[src/rtl/key_pkg.sv]
// Shared constants, width helper and repeat-state encoding for the key conditioner bank.
package key_pkg;

  localparam int unsigned N_CH_DEF          = 16;
  localparam int unsigned TICK_DIV_DEF      = 100000;
  localparam int unsigned DEB_TICKS_DEF     = 10;
  localparam int unsigned REPEAT_DELAY_DEF  = 500;
  localparam int unsigned REPEAT_PERIOD_DEF = 100;

  typedef enum logic {
    RPT_DELAY = 1'b0,
    RPT_RATE  = 1'b1
  } rpt_state_t;

  // Bits needed to hold limit-1, never less than one.
  function automatic int unsigned clog2_min1(input int unsigned limit);
    return (limit <= 2) ? 1 : $clog2(limit);
  endfunction

endpackage

[src/rtl/key_channel.sv]
// One conditioned input: 2-FF synchroniser, tick-sampled debounce, edge pulses, auto-repeat.
module key_channel
  import key_pkg::*;
#(
  parameter int unsigned DEB_TICKS     = DEB_TICKS_DEF,
  parameter int unsigned REPEAT_DELAY  = REPEAT_DELAY_DEF,
  parameter int unsigned REPEAT_PERIOD = REPEAT_PERIOD_DEF
) (
  input  logic clk,
  input  logic reset,
  input  logic raw,
  input  logic repeat_en,
  input  logic tick,
  output logic level,
  output logic press,
  output logic rel,
  output logic fire_nxt
);

  localparam int unsigned DW = clog2_min1(DEB_TICKS);
  localparam int unsigned RW = clog2_min1((REPEAT_DELAY > REPEAT_PERIOD) ? REPEAT_DELAY : REPEAT_PERIOD);
  localparam logic [DW-1:0] DEB_LAST = DW'(DEB_TICKS - 1);
  localparam logic [RW-1:0] DLY_LAST = RW'(REPEAT_DELAY - 1);
  localparam logic [RW-1:0] PER_LAST = RW'(REPEAT_PERIOD - 1);

  logic            sync1, sync2;
  logic [DW-1:0]   cnt, cnt_nxt;
  logic            level_nxt;
  logic            flip;
  rpt_state_t      state, state_nxt;
  logic [RW-1:0]   rcnt, rcnt_nxt;
  logic            rep_hit;

  always_comb begin
    cnt_nxt   = cnt;
    level_nxt = level;
    flip      = 1'b0;
    if (tick) begin
      if (sync2 == level) begin
        cnt_nxt = '0;
      end else if (cnt == DEB_LAST) begin
        level_nxt = sync2;
        cnt_nxt   = '0;
        flip      = 1'b1;
      end else begin
        cnt_nxt = cnt + 1'b1;
      end
    end
  end

  // A press always happens while level is still 0, so the !level clear covers it.
  always_comb begin
    state_nxt = state;
    rcnt_nxt  = rcnt;
    rep_hit   = 1'b0;
    if (!level || !repeat_en) begin
      state_nxt = RPT_DELAY;
      rcnt_nxt  = '0;
    end else if (tick) begin
      case (state)
        RPT_DELAY: begin
          if (rcnt == DLY_LAST) begin
            rep_hit   = 1'b1;
            rcnt_nxt  = '0;
            state_nxt = RPT_RATE;
          end else begin
            rcnt_nxt = rcnt + 1'b1;
          end
        end
        RPT_RATE: begin
          if (rcnt == PER_LAST) begin
            rep_hit  = 1'b1;
            rcnt_nxt = '0;
          end else begin
            rcnt_nxt = rcnt + 1'b1;
          end
        end
        default: begin
          state_nxt = RPT_DELAY;
          rcnt_nxt  = '0;
        end
      endcase
    end
  end

  assign fire_nxt = (flip & sync2) | rep_hit;

  always_ff @(posedge clk or posedge reset) begin
    if (reset) begin
      sync1 <= 1'b0;
      sync2 <= 1'b0;
      level <= 1'b0;
      cnt   <= '0;
      press <= 1'b0;
      rel   <= 1'b0;
      state <= RPT_DELAY;
      rcnt  <= '0;
    end else begin
      sync1 <= raw;
      sync2 <= sync1;
      level <= level_nxt;
      cnt   <= cnt_nxt;
      press <= flip & sync2;
      rel   <= flip & ~sync2;
      state <= state_nxt;
      rcnt  <= rcnt_nxt;
    end
  end

endmodule

[src/rtl/key_conditioner_bank.sv]
// Multi-channel button front end: shared sample prescaler, per-channel conditioning, fire encoder.
module key_conditioner_bank
  import key_pkg::*;
#(
  parameter int unsigned N_CH          = N_CH_DEF,
  parameter int unsigned TICK_DIV      = TICK_DIV_DEF,
  parameter int unsigned DEB_TICKS     = DEB_TICKS_DEF,
  parameter int unsigned REPEAT_DELAY  = REPEAT_DELAY_DEF,
  parameter int unsigned REPEAT_PERIOD = REPEAT_PERIOD_DEF
) (
  input  logic                           clk,
  input  logic                           reset,
  input  logic [N_CH-1:0]                raw_i,
  input  logic [N_CH-1:0]                repeat_en_i,
  output logic [N_CH-1:0]                level_o,
  output logic [N_CH-1:0]                press_o,
  output logic [N_CH-1:0]                release_o,
  output logic [N_CH-1:0]                fire_o,
  output logic                           any_fire_o,
  output logic [clog2_min1(N_CH)-1:0]    fire_code_o,
  output logic                           tick_o
);

  localparam int unsigned CW = clog2_min1(N_CH);
  localparam int unsigned PW = clog2_min1(TICK_DIV);
  localparam logic [PW-1:0] P_LAST = PW'(TICK_DIV - 1);

  logic [PW-1:0]   pcnt;
  logic [N_CH-1:0] fire_nxt;
  logic [CW-1:0]   code_nxt;
  logic            found;

  assign tick_o = (pcnt == P_LAST);

  always_ff @(posedge clk or posedge reset) begin
    if (reset) pcnt <= '0;
    else       pcnt <= tick_o ? '0 : pcnt + 1'b1;
  end

  for (genvar g = 0; g < N_CH; g++) begin : g_ch
    key_channel #(
      .DEB_TICKS     (DEB_TICKS),
      .REPEAT_DELAY  (REPEAT_DELAY),
      .REPEAT_PERIOD (REPEAT_PERIOD)
    ) u_ch (
      .clk       (clk),
      .reset     (reset),
      .raw       (raw_i[g]),
      .repeat_en (repeat_en_i[g]),
      .tick      (tick_o),
      .level     (level_o[g]),
      .press     (press_o[g]),
      .rel       (release_o[g]),
      .fire_nxt  (fire_nxt[g])
    );
  end

  always_comb begin
    code_nxt = '0;
    found    = 1'b0;
    for (int unsigned i = 0; i < N_CH; i++) begin
      if (!found && fire_nxt[i]) begin
        code_nxt = CW'(i);
        found    = 1'b1;
      end
    end
  end

  // Registered from the same next-state terms as press_o so all fire outputs line up with it.
  always_ff @(posedge clk or posedge reset) begin
    if (reset) begin
      fire_o      <= '0;
      any_fire_o  <= 1'b0;
      fire_code_o <= '0;
    end else begin
      fire_o      <= fire_nxt;
      any_fire_o  <= |fire_nxt;
      fire_code_o <= code_nxt;
    end
  end

endmodule

[config.mk]
export PLATFORM = sky130hd
export DESIGN_NAME = key_conditioner_bank
export DESIGN_NICKNAME = d
export VERILOG_FILES = /design/src/rtl/key_pkg.sv /design/src/rtl/key_channel.sv /design/src/rtl/key_conditioner_bank.sv
export SDC_FILE = /design/constraint.sdc
export NUM_CORES = 1
export LEC_CHECK = 0
export ABC_AREA = 1
export BUFFER_PORTS_ARGS = -buffer_cell sky130_fd_sc_hd__buf_4
export CORE_ASPECT_RATIO = 0.5
export CORE_MARGIN = 2
export CORE_UTILIZATION = 35
export CTS_CLUSTER_DIAMETER = 60
export DETAILED_ROUTE_END_ITERATION = 16
export SLEW_MARGIN = 20
export SYNTH_ARGS = -nofsm -noshare
export SYNTH_HDL_FRONTEND = slang
export SYNTH_HIERARCHICAL = 1
export SYNTH_SLANG_ARGS = --single-unit
[constraint.sdc]
create_clock -name clk -period 16.65 [get_ports clk]
set_input_delay 0.8325 -clock clk [delete_from_list [all_inputs] [get_ports clk]]
set_output_delay 0.8325 -clock clk [all_outputs]
set_load 0.02 [all_outputs]
==> results by stage, run 1 <==
Run status:
- The flow ran to the end, and the final reports show no timing, DRC or antenna violations.

Setup path:
- The most critical setup path has its startpoint at pcnt[0].
- On the critical path, the stage with the largest delay is an instance of sky130_fd_sc_hd__buf_4.
- The category of cells accounting for the largest share of critical-path delay is simple AND/OR/NAND/NOR gates.
- The required time reported for the critical path endpoint is 17.05 ns.
- The depth of the most critical reg-to-reg path is 16.
- The slack of the worst reg-to-reg path is 13.13 ns.
- For the worst setup path, the data arrival time is 3.93 ns.
- STA classifies the critical path startpoint as a flop.
- The endpoint type of the worst setup path is a flop.
- Traced cell by cell, the critical path runs through ha_1 > nand3_2 > nor4b_2 > buf_4 > buf_4 > nand3_1 > nor2_1 > nand2_1 > nand2_1 > inv_1 > nand3_1 > nor2_4 > inv_2 > nor2_2 > o31ai_1 > nand2_1.
- In this run the critical register-to-register path is captured at fire_code_o[2].
- The setup path with the least slack is of type reg -> reg.
- The worst flop-to-flop path startpoint is pcnt[0].
- Counting buffers and inverters, the worst setup path is 16 cells deep.
- The most numerous cell on the critical path is sky130_fd_sc_hd__nand2_1.
- The critical path ends at fire_code_o[2].
- In this design, the stage delay of the slowest critical-path cell is 0.60 ns.
- The buffer and inverter count on the worst path is 4.
- Along the worst path, the maximum fanout reaches 52.

Route:
- In this run, the number of DRC markers left after iteration 0 of detailed routing was 816.
- For this run, design rule violations remaining after detail routing come to 0.
- The routed length per placed instance is 12.4 um.
- Detailed routing placed a total of 1360 um of wire on met3.
- The total number of vias is 14,300.
- The routed wire length is 38,200 um.
- The met2 layer wire length in the routed design is 18,400 um.
- In the routed layout, each cell is associated on average with a via count of 4.66.
- The top metal layer carrying routed signals is met4.
- The count of nets left with antenna violations once routing finished came out at 0.
- After detailed routing, the wire length on met1 is 17,600 um.
- The first-pass detailed-route iteration total is 5.

Die:
- The die span in y is 167 um.
- The floorplan step defined a die boundary enclosing 54,800 um^2.
- After floorplanning, the core was divided into 59 placement rows.
- The floorplan die width is 329 um.
- 104 I/O pins were placed.
- The initial core utilization is 35.5%.
- The total area inside the core boundary comes to 52,000 um^2.

Timing:
- After layout, the minimum clock period comes to 3.52 ns.
- Setup violations remaining at the end of the flow were counted as 0.
- The max-slew violation count is 0.
- The total negative slack for setup checks is 0 ns.
- The final hold violation count was 0.
- For the pin with the worst max-slew slack, the measured transition is 0.917 ns.
- The remaining max-slew budget at the tightest pin is 38.8%.
- Setup repair after global routing left no endpoint under its margin.
- Based on the critical path, the design can be clocked at up to 284 MHz.
- The final period utilization is 21.2%.
- The worst hold-check slack is 0.343 ns.
- The final setup skew is 0.0199 ns.

Logic synthesis:
- The sequential-to-total area share from yosys stat is 46.3%.
- The cell count after synthesis came out at 2,218.
- By count the netlist is led by 577 x sky130_fd_sc_hd__nand2_1, 344 x sky130_fd_sc_hd__inv_1, 342 x sky130_fd_sc_hd__dfrtp_1.
- The proportion of netlist area held by the largest area contributor is 46.3%.
- The combined area of all synthesized cells is 18,500 um^2.
- Each instance of the synthesized netlist takes up on average 8.33 um^2.
- After synthesis, the share of flip-flops with an asynchronous set or reset is 100%.
- By area the synthesized netlist is led by sky130_fd_sc_hd__dfrtp_1 46%, sky130_fd_sc_hd__nand2_1 12%, sky130_fd_sc_hd__inv_1 7.0%.
- The most used flip-flop cell after synthesis is sky130_fd_sc_hd__dfrtp_1.
- The number of nets in the synthesized netlist is 2,269.
- The number of library cell types mapped by synthesis is 34.
- The synthesized design contains 342 register bits.
- The leading cell type by number of instances after synthesis is sky130_fd_sc_hd__nand2_1.
- The number of enable-type register cells in the synthesized netlist is 0.
- The biggest area contributor in the post-synthesis netlist is sky130_fd_sc_hd__dfrtp_1.
- Yosys printed 6 warnings.

Clock tree:
- Gates resized during post-CTS repair numbered 0.
- CTS built an H-tree with a depth of 2.
- The total setup buffers inserted after CTS is 0.
- The register clock-pin slew on the reported worst setup and hold paths is 0.06 ns.
- Counting the buffers created by CTS gives 37.
- The clock latency on the worst-skew pair is 0.54 ns.
- The longest clock path from root to sink contains 3 buffers.
- The number of buffers inserted by hold repair at cts is 0.
- TritonCTS built the clock tree.
- CTS placed an instance of sky130_fd_sc_hd__clkbuf_16 at the clock tree root.
- The number of sinks handled by clock tree synthesis is 342.

Min path:
- The worst hold path class is reg -> reg.

Power:
- In this run the power density over the cells is 80.4 nW/um^2.
- VDD sags by at most 0.0000687 V.
- The proportion of total power due to net switching is 21.2%.
- The proportion of power drawn by flip-flops and latches is 49.0%.
- The share of power burned in the clock network is 49.4%.
- The static leakage is 9.92 nW.
- Cell internal power was estimated by the tool at 1.35 mW.
- The net switching power is 0.363 mW.
- Combinational logic burns 1.6% of the power.

Finish:
- With fillers left out, the area of the finished cells amounts to 21,200 um^2.
- The area growth from synthesis to layout is 15.0%.
- The antenna diode instance count is 0.
- The utilization after layout is 40.8%.
- The share of post-route cells with drive strength above 1 is 20.3%.
- After the last flow step, the layout net total stands at 2,397.
- The filler cells instantiated in the layout total 5,165.

Global routing:
- The number of global-route vias before repair was 13,900.
- The number of antenna violations at the first check in global routing is 0.
- Across every metal layer, demand over resource in global routing totals 14.3%.
- The first-pass GRT wire length is 66,300 um.
- The pin count of the biggest net entering global routing is 53.
- For this run the aggregate overflow at the end of global routing stands at 0.

Placed design:
- The post-placement cell area is 20,000 um^2.
- The post-detailed-placement half-perimeter wirelength is 27,500 um.
- The last weighted congestion value of the routability-driven placer is 0.832.
- During placement, the flow inserted port buffers numbering 103.

Run:
- Max-cap violations in this run came to 0.
==> worst min-delay path by stage <==
stage / startpoint / end / depth (start not counted)
2_1_floorplan: g_ch[0].u_ch/sync1 / g_ch[0].u_ch/sync2 / 0
4_1_cts: g_ch[11].u_ch/sync1 / g_ch[11].u_ch/sync2 / 0
5_1_grt: g_ch[11].u_ch/sync1 / g_ch[11].u_ch/sync2 / 0
3_3_place_gp: g_ch[12].u_ch/sync1 / g_ch[12].u_ch/sync2 / 0
3_5_place_dp: g_ch[11].u_ch/sync1 / g_ch[11].u_ch/sync2 / 0
6_report: g_ch[8].u_ch/sync1 / g_ch[8].u_ch/sync2 / 0
==> stage by stage <==
step / std cells / total power, mW / worst slack (ns)
5_1_grt: 3075 / 1.78 / 12.79
6_report: 3075 / 1.71 / 13.13
2_1_floorplan: 2218 / 0.866 / 3.02
4_1_cts: 3075 / 1.74 / 13.10
3_5_place_dp: 3008 / 0.881 / 13.10
3_3_place_gp: 3008 / 0.881 / 13.23
==> routing by layer <==
metal	GRT usage, %	up-vias
met3	2.69	53
met2	24.2	155
li1	-	7345
met1	18.7	6769
met5	0	-
met4	3.83	0
==> cells by family after synthesis <==
| logic type | share of synthesized area [%] |
|---|---|
| AOI/OAI and AO/OA | 9.38 |
| xor gates and xnor gates | 3.51 |
| adders and majority gates | 1.15 |
| buffers and inverters | 8.75 |
| DFF | 46.3 |
| and+or+nand+nor | 30.9 |
==> registers in the layout (all words and copies together) (netlist names) <==
register and count:
g_ch.u_ch/rcnt 144, g_ch.u_ch/cnt 64, pcnt 17, fire_o 16, g_ch.u_ch/level 16, g_ch.u_ch/press 16
g_ch.u_ch/rel 16, g_ch.u_ch/state 16, g_ch.u_ch/sync1 16, g_ch.u_ch/sync2 16, fire_code_o 4, any_fire_o 1
==> final cells by class <==
cell class / instances / area (um^2) / area share, %
clock inverters: 14 / 144 / 0.677
inverters: 381 / 1430 / 6.73
well taps: 701 / 877 / 4.13
multi-input cells: 1478 / 8320 / 39.1
flip-flops and latches: 342 / 8560 / 40.3
repair buffers: 106 / 796 / 3.74
clock buffers: 53 / 1130 / 5.31
==> power groups by stage <==
| stage | Sequential (mW) | Combinational, mW | Clock [mW] |
|---|---|---|---|
| after floorplan | 0.852 | 0.0139 | 0 |
| after global placement | 0.853 | 0.0284 | 0 |
| after detailed placement | 0.853 | 0.0285 | 0 |
| after CTS | 0.837 | 0.0286 | 0.876 |
| after global routing | 0.837 | 0.0318 | 0.914 |
| final | 0.838 | 0.0267 | 0.845 |
==> placed cells by master (no fill, tap or decap), types with 2 or more instances in the layout <==
cell type,count
sky130_fd_sc_hd__a21oi_1,4
sky130_fd_sc_hd__a21oi_2,112
sky130_fd_sc_hd__buf_4,106
sky130_fd_sc_hd__bufinv_16,2
sky130_fd_sc_hd__clkbuf_1,4
sky130_fd_sc_hd__clkbuf_16,39
sky130_fd_sc_hd__clkbuf_8,10
sky130_fd_sc_hd__clkinv_1,16
sky130_fd_sc_hd__clkinv_2,5
sky130_fd_sc_hd__clkinvlp_4,4
sky130_fd_sc_hd__dfrtp_1,342
sky130_fd_sc_hd__ha_1,17
sky130_fd_sc_hd__inv_1,343
sky130_fd_sc_hd__inv_2,22
sky130_fd_sc_hd__inv_6,2
sky130_fd_sc_hd__nand2_1,577
sky130_fd_sc_hd__nand2_2,19
sky130_fd_sc_hd__nand2_4,16
sky130_fd_sc_hd__nand3_1,125
sky130_fd_sc_hd__nand3_2,51
sky130_fd_sc_hd__nand3_4,16
sky130_fd_sc_hd__nand3b_1,3
sky130_fd_sc_hd__nand4_1,86
sky130_fd_sc_hd__nor2_1,127
sky130_fd_sc_hd__nor2_2,54
sky130_fd_sc_hd__nor2_4,20
sky130_fd_sc_hd__nor3_1,35
sky130_fd_sc_hd__nor3_2,2
sky130_fd_sc_hd__o21ai_0,83
sky130_fd_sc_hd__o21ai_1,17
sky130_fd_sc_hd__o22ai_1,32
sky130_fd_sc_hd__o31ai_1,2
sky130_fd_sc_hd__xnor2_1,2
sky130_fd_sc_hd__xor2_1,72
No activity file was read; power rests on OpenSTA's default activity.
==> run 2: changes to the inputs <==
Clock period 16.65 ns to 3.69 ns, I/O delays scaled along.
==> run 2 against run 1 <==
  * Non-clock buffer count is 18 higher
  * Clock power grew to 4.4 times the previous value
  * Combinational power grew to 5.1 times the previous value
  * Cell count is 0.65% higher
  * Setup slack worse by 12 ns
==> results by stage, run 2 (same netlist as run 1, synthesis figures left out) <==
Timing:
- The fmax is 350 MHz.
- The final hold violation count is 0.
- The clock period could shrink to 2.85 ns.
- Setup repair after global routing left no endpoint under its margin.
- The final setup skew is 0.0175 ns.
- The final period utilization is 77.3%.
- The remaining max-slew budget at the tightest pin is 47.6%.
- The max-slew violation count came to 0.
- The setup-violating endpoint count in the final report is 0.
- The slew of the pin with the lowest slew margin is 0.785 ns.

Die:
- The area enclosed by the die boundary is 54,800 um^2.
- Once the floorplan was initialized, standard cells occupied 35.5% of the core.
- The number of primary I/O pins is 104.
- The floorplan die width is 329 um.
- The cell row count is 59.
- In this run the standard cell core region covers 52,000 um^2.
- The floorplan step set the die height to 167 um.

Route:
- The detail-routed via count per cell is 4.63.
- The first-pass detailed-route iteration total is 5.
- The number of remaining DRC errors is 0.
- After the first detailed-routing iteration, the DRC count stood at 859.
- The total number of vias is 14,300.
- In this run the remaining antenna-violating nets after routing total 0.
- The routed wire length is 38,400 um.
- The routed length per placed instance is 12.4 um.

Global routing:
- The number of global-route vias before repair is 13,800.
- The number of antenna violations at the first check in global routing came to 1.
- The first global-routing pass estimated 65,500 um of wire.
- The pin count of the biggest net entering global routing is 65.
- Across every metal layer, demand over resource in global routing totals 14.2%.
- Summed over all layers, the global routing overflow is 0.

Setup path:
- The required time reported for the critical path endpoint is 4.09 ns.
- STA classifies the critical path endpoint as a flop.
- STA classifies the critical path startpoint as a flop.
- The critical path start-end classification is reg -> reg.
- The maximum fanout count along the critical path is 31.
- The depth of the most critical reg-to-reg path is 16.
- The data arrival time of the critical path is 3.26 ns.

Clock tree:
- The clock latency on the worst-skew pair is 0.53 ns.
- For this design, the sink count on the clock tree is 342.
- The number of buffers inserted by hold repair at cts is 17.
- TritonCTS built the clock tree.
- No sink is reached through more buffers than the 3 on the longest clock path.
- The H-tree depth reported by CTS is 2.
- The buffer type at the clock tree root is sky130_fd_sc_hd__clkbuf_16.
- The total CTS buffers is 37.
- The total setup buffers inserted after CTS is 0.
- The total of cells resized after clock tree synthesis is 0.
- The register clock-pin slew on the reported worst setup and hold paths is 0.06 ns.

Finish:
- The sequential cells in the finished layout cover a total of 8560 um^2.
- From synthesis to final layout, the design area changed by 17.2%.
- Summing all multi-input logic gate instances after layout gives 8590 um^2.
- The utilization after layout is 41.6%.
- The share of post-route cells with drive strength above 1 is 22.6%.
- The library cell used most frequently in the layout, excluding fill and tap cells, is sky130_fd_sc_hd__nand2_1.
- The filler cells instantiated in the layout total 5,073.
- The register with the most flip-flops is g_ch.u_ch/rcnt.
- The number of flip-flops in the largest register is 144.
- The cell area after layout is 21,700 um^2.
- In the layout the commonest cells are 570 x sky130_fd_sc_hd__nand2_1, 342 x sky130_fd_sc_hd__inv_1, 342 x sky130_fd_sc_hd__dfrtp_1.
- In the final layout, the registers with the most flip-flops are g_ch.u_ch/rcnt: 144 flops, g_ch.u_ch/cnt: 64 flops, pcnt: 17 flops.
- The number of nets in the final layout is 2,415.

Min path:
- Along the worst hold path, the cell count comes to 3.
- The worst hold path class is in -> reg.

Run status:
- The run finished with clean final reports.

Placed design:
- Summed over all nets, the half-perimeter wirelength after detailed placement is 27,400 um.
- Input and output buffers added on the ports amount to 103.
- The last weighted congestion value of the routability-driven placer is 0.840.
- Summing all placed instances gives a cell area of 20,300 um^2.

Run:
- The reported max-cap violation count is 0.

Power:
- The static leakage is 10.0 nW.
- The total power divided by cell area is 351 nW/um^2.
- IR analysis of the VDD net gives a maximum drop of 0.000215 V.
## run 2: cell count changes in the layout (fill, tap and decap cells not counted), moves of 7 or more
cell                            before  now
sky130_fd_sc_hd__nand3_1           125   92
sky130_fd_sc_hd__nand3_2            51   83
sky130_fd_sc_hd__o21ai_0            83   52
sky130_fd_sc_hd__dlygate4sd3_1       0   17
sky130_fd_sc_hd__o21ai_2             0   16
sky130_fd_sc_hd__o21ai_1            17   32
sky130_fd_sc_hd__nand2_1           577  570
sky130_fd_sc_hd__nand2_2            19   26
## run 2: report_power, final
part	switching (mW)	internal, mW	total, mW
sequential	0.0115	3.77	3.78
clock	1.54	2.14	3.68
combinational	0.0965	0.0396	0.136
total	1.64	5.95	7.59
## run 2: cell type report
| cell class | instances | share of cell area [%] |
|---|---|---|
| tap | 701 | 4.05 |
| multi-input combinational | 1478 | 39.7 |
| clock buffer | 53 | 5.03 |
| sequential | 342 | 39.5 |
| clock inverter | 15 | 0.578 |
| inverter | 381 | 6.60 |
| antenna | 1 | 0.0116 |
| timing repair buffer | 124 | 4.55 |
## run 2: path summary, 6_finish.rpt
check,from,to,slack (ns)
min reg2reg,g_ch[8].u_ch/sync1,g_ch[8].u_ch/sync2,0.34
max in group asynchronous,reset,pcnt[14],2.62
min in group asynchronous,reset,fire_o[2],0.36
max,pcnt[13],fire_code_o[1],0.84
min,repeat_en_i[15],g_ch[15].u_ch/state,0.03
max reg2reg,pcnt[13],fire_code_o[1],0.84
## run 2: through the flow
stage	TNS, ns	cells	worst slack [ns]	hold WS, ns	total power, mW
after floorplan	-320.03	2218	-1.73	0.136	3.91
final	0	3095	0.837	0.0340	7.59
after detailed placement	0	3009	0.843	0.295	3.98
after global routing	0	3094	0.562	0.0191	7.94
after CTS	0	3094	0.825	0.00253	7.75
after global placement	0	3009	0.934	0.294	3.98
## run 2: metal layers
metal	share of wire (%)	track usage (%)
met1	47	18.4
met2	47	24.2
met3	2.8	2.38
met4	2.8	4.39
met5	0	0
## run 2: critical path: stages, from the launching register on
cell                      delay (ns)
sky130_fd_sc_hd__dfrtp_1        0.40
sky130_fd_sc_hd__nor2_1         0.17
sky130_fd_sc_hd__nand3_1        0.08
sky130_fd_sc_hd__nor2_1         0.15
sky130_fd_sc_hd__nor4b_4        0.31
sky130_fd_sc_hd__buf_4          0.43
sky130_fd_sc_hd__nand3_1        0.19
sky130_fd_sc_hd__nor2_1         0.15
sky130_fd_sc_hd__nand2_1        0.10
sky130_fd_sc_hd__nand2_1        0.16
sky130_fd_sc_hd__nor2_2         0.08
sky130_fd_sc_hd__nand2_2        0.11
sky130_fd_sc_hd__nor2_1         0.05
sky130_fd_sc_hd__o31ai_1        0.06
sky130_fd_sc_hd__nand2_1        0.08
sky130_fd_sc_hd__o21ai_0        0.10
sky130_fd_sc_hd__nand2_1        0.08
==> run 3: changes to the inputs <==
Clock period 3.69 ns to 2.8 ns, I/O delays scaled along.
==> run 3 against run 2 <==
  * Critical path depth increased by 1
  * Via count increased by 0.20%
  * Critical path type unchanged
  * Sequential cell count unchanged
==> results by stage, run 3 (same netlist as run 1, synthesis figures left out) <==
Run status:
- The run finished with clean final reports.

Route:
- In the final routed layout, each cell accounts on average for 12.4 um.
- The routed wire length is 39,000 um.
- The routed layout has 14,400 vias.
- For this block, the initial DRC count from the detailed router was 864.
- The first-pass detailed-route iteration total is 5.
- The number of routed nets with antenna violations is 0.
- Using the TritonRoute via totals, the vias-per-cell ratio works out to 4.57.
- The number of remaining DRC errors is 0.

Placed design:
- Detailed placement ended at an HPWL of 28,000 um.
- The last weighted congestion value of the routability-driven placer is 0.811.
- Once placement completed, the tool counted placed cells totaling 3,035.
- Input and output buffers added on the ports amount to 103.

Timing:
- Across the routed clock network, the largest skew measured is 0.0114 ns.
- In the finished design, the share of the clock period the worst path needs comes to 91.6%.
- Derived from the worst setup path, the maximum achievable clock frequency is 390 MHz.
- In this run the tightest slew margin relative to its limit is 48.0%.
- At the pin with the least slew margin, the transition time is 0.780 ns.
- The final hold violation count is 0.
- The minimum clock period is 2.56 ns.
- The worst hold-check slack is 0.0337 ns.
- The max-slew violation count is 0.
- The setup-violating endpoint count in the final report is 0.

Setup path:
- By instance count, the cell type seen most on the critical path is sky130_fd_sc_hd__nand2_1.
- In this run the worst path has a maximum fanout of 17.
- The critical path start-end classification is reg -> reg.
- The data arrival time of the critical path is 2.98 ns.
- STA classifies the critical path startpoint as a flop.
- Walking the worst path, the cells encountered are nor2_2 > nand3_1 > nor2_2 > nor4b_4 > buf_6 > buf_12 > nand3_1 > nor2_1 > nand2_1 > nand2_2 > nor2_1 > o21bai_1 > nand2_1 > nor2_1 > nand3_1 > nand2_1 > nand2_1.
- The worst setup path is captured at a flop.
- The peak per-stage delay on the critical path is 0.43 ns.
- The critical path's slowest cell is sky130_fd_sc_hd__dfrtp_1.
- For the worst setup path, the data required time is 3.22 ns.

Power:
- The final total power is 10.1 mW.
- In this run the static leakage power is 10.3 nW.
- The total power divided by cell area is 457 nW/um^2.
- The worst-case IR drop observed on VDD is 0.000256 V.

Die:
- Once the floorplan was initialized, standard cells occupied 35.5% of the core.
- The die span in y is 167 um.
- In this run the count of I/O pins placed on the die edge is 104.
- After floorplanning, the core was sized to cover 52,000 um^2.
- The die covers 54,800 um^2.
- After floorplanning, the core was divided into 59 placement rows.
- Measured along the x axis, the die boundary spans 329 um.

Global routing:
- The number of antenna violations at the first check in global routing is 1.
- Global routing used 19.7% of the available met1 tracks.
- The first-pass GRT wire length is 66,600 um.
- After global routing, the most crowded layer is met2.
- For this run the aggregate overflow at the end of global routing stands at 0.
- For this run, the total global-route usage over all layers was measured as 14.4%.
- The number of global-route vias before repair is 13,800.
- For met3 alone, demand over resource in global routing was 2.45%.
- For met2 alone, demand over resource in global routing was 23.6%.
- Entering global routing, the biggest net connects 36 pins.

Finish:
- g_ch.u_ch/rcnt holds more flip-flops than any other register.
- The largest registers in the layout are g_ch.u_ch/rcnt: 144 flops, g_ch.u_ch/cnt: 64 flops, pcnt: 17 flops.
- The library cells used most frequently in the layout, excluding fill and tap cells, are 563 x sky130_fd_sc_hd__nand2_1, 342 x sky130_fd_sc_hd__inv_1, 342 x sky130_fd_sc_hd__dfrtp_1.
- Cells with a size suffix above 1 make up 24.1% of the layout.
- The final cell count without fillers is 3,139.
- Once layout is complete, the utilization of the core stands at 42.6%.
- The number of nets in the final layout is 2,463.
- Leaving out fill and tap cells, the most frequent cell in the layout is sky130_fd_sc_hd__nand2_1.
- The area growth from synthesis to layout is 19.9%.
- The register with the most flip-flops in the layout has 144 of them.

Clock tree:
- The buffer type at the clock tree root is sky130_fd_sc_hd__clkbuf_16.
- The maximum clock insertion buffer count is 3.
- The total CTS buffers is 36.
- The clock latency on the worst-skew pair is 0.53 ns.
- The H-tree depth reported by CTS is 2.
- TritonCTS built the clock tree.
- CTS saw 342 sinks.
- The register clock-pin slew on the reported worst setup and hold paths is 0.06 ns.

Run:
- Max-cap violations in this run came to 0.

Min path:
- The worst hold path class is in -> reg.
[run 3: through the flow]
stage	setup slack [ns]	TNS [ns]	instance area, um^2
floorplan	-2.62	-581.64	18800
global placement	0.0664	0	20500
detailed placement	0.00115	0	20500
global route	-0.00761	-0.0143	22200
CTS	0.0154	0	22000
finish	0.235	0	22200
[run 3: worst paths after layout]
path	start	endpoint	slack (ns)	cells past startpoint
worst max-delay path	pcnt[12]	fire_code_o[0]	0.24	17
worst min-delay path	repeat_en_i[4]	g_ch[4].u_ch/state	0.03	3
worst max register to register	pcnt[12]	fire_code_o[0]	0.24	17
worst min register to register	g_ch[14].u_ch/sync1	g_ch[14].u_ch/sync2	0.35	0
max in group asynchronous	reset	fire_code_o[0]	1.78	4
min in group asynchronous	reset	pcnt[0]	0.43	3
[run 3: routing by layer]
metal | wire, um | vias to the layer above
met1 | 18500 | 6687
li1 | - | 7471
met2 | 18400 | 142
met4 | 884 | 0
met3 | 1250 | 57
met5 | 0 | -
[run 3: power by group]
group / switching, mW / leakage, nW / internal [mW] / total, mW
Clock: 1.97 / 0.602 / 2.97 / 4.94
Combinational: 0.131 / 5.01 / 0.0660 / 0.197
Sequential: 0.0159 / 4.69 / 4.97 / 4.98
[run 3: final cells by class]
class	instances	area [um^2]
fillers	5084	29900
multi-input cells	1478	8640
flip-flops and latches	342	8560
repair buffers	173	1460
inverters	381	1430
clock buffers	51	1050
well taps	701	877
clock inverters	12	160
diodes	1	2.50
[run 3: critical path: cells and delay by family, from the launching register on]
kind	cells	cell delay, ns
AOI/OAI and AO/OA	1	0.13
DFF	1	0.43
buffers and inverters	2	0.33
and+or+nand+nor	14	1.56
[run 3: repair_timing]
action | 4_1_cts | 5_1_grt
hold buffers | 32 | 0
setup buffers | 1 | 6
cloned | 0 | 1
pin swaps | 0 | 2
endpoints found under the setup margin | 3 | 5
endpoints found under the hold margin | 360 | 0
gates resized for setup | 1 | 20
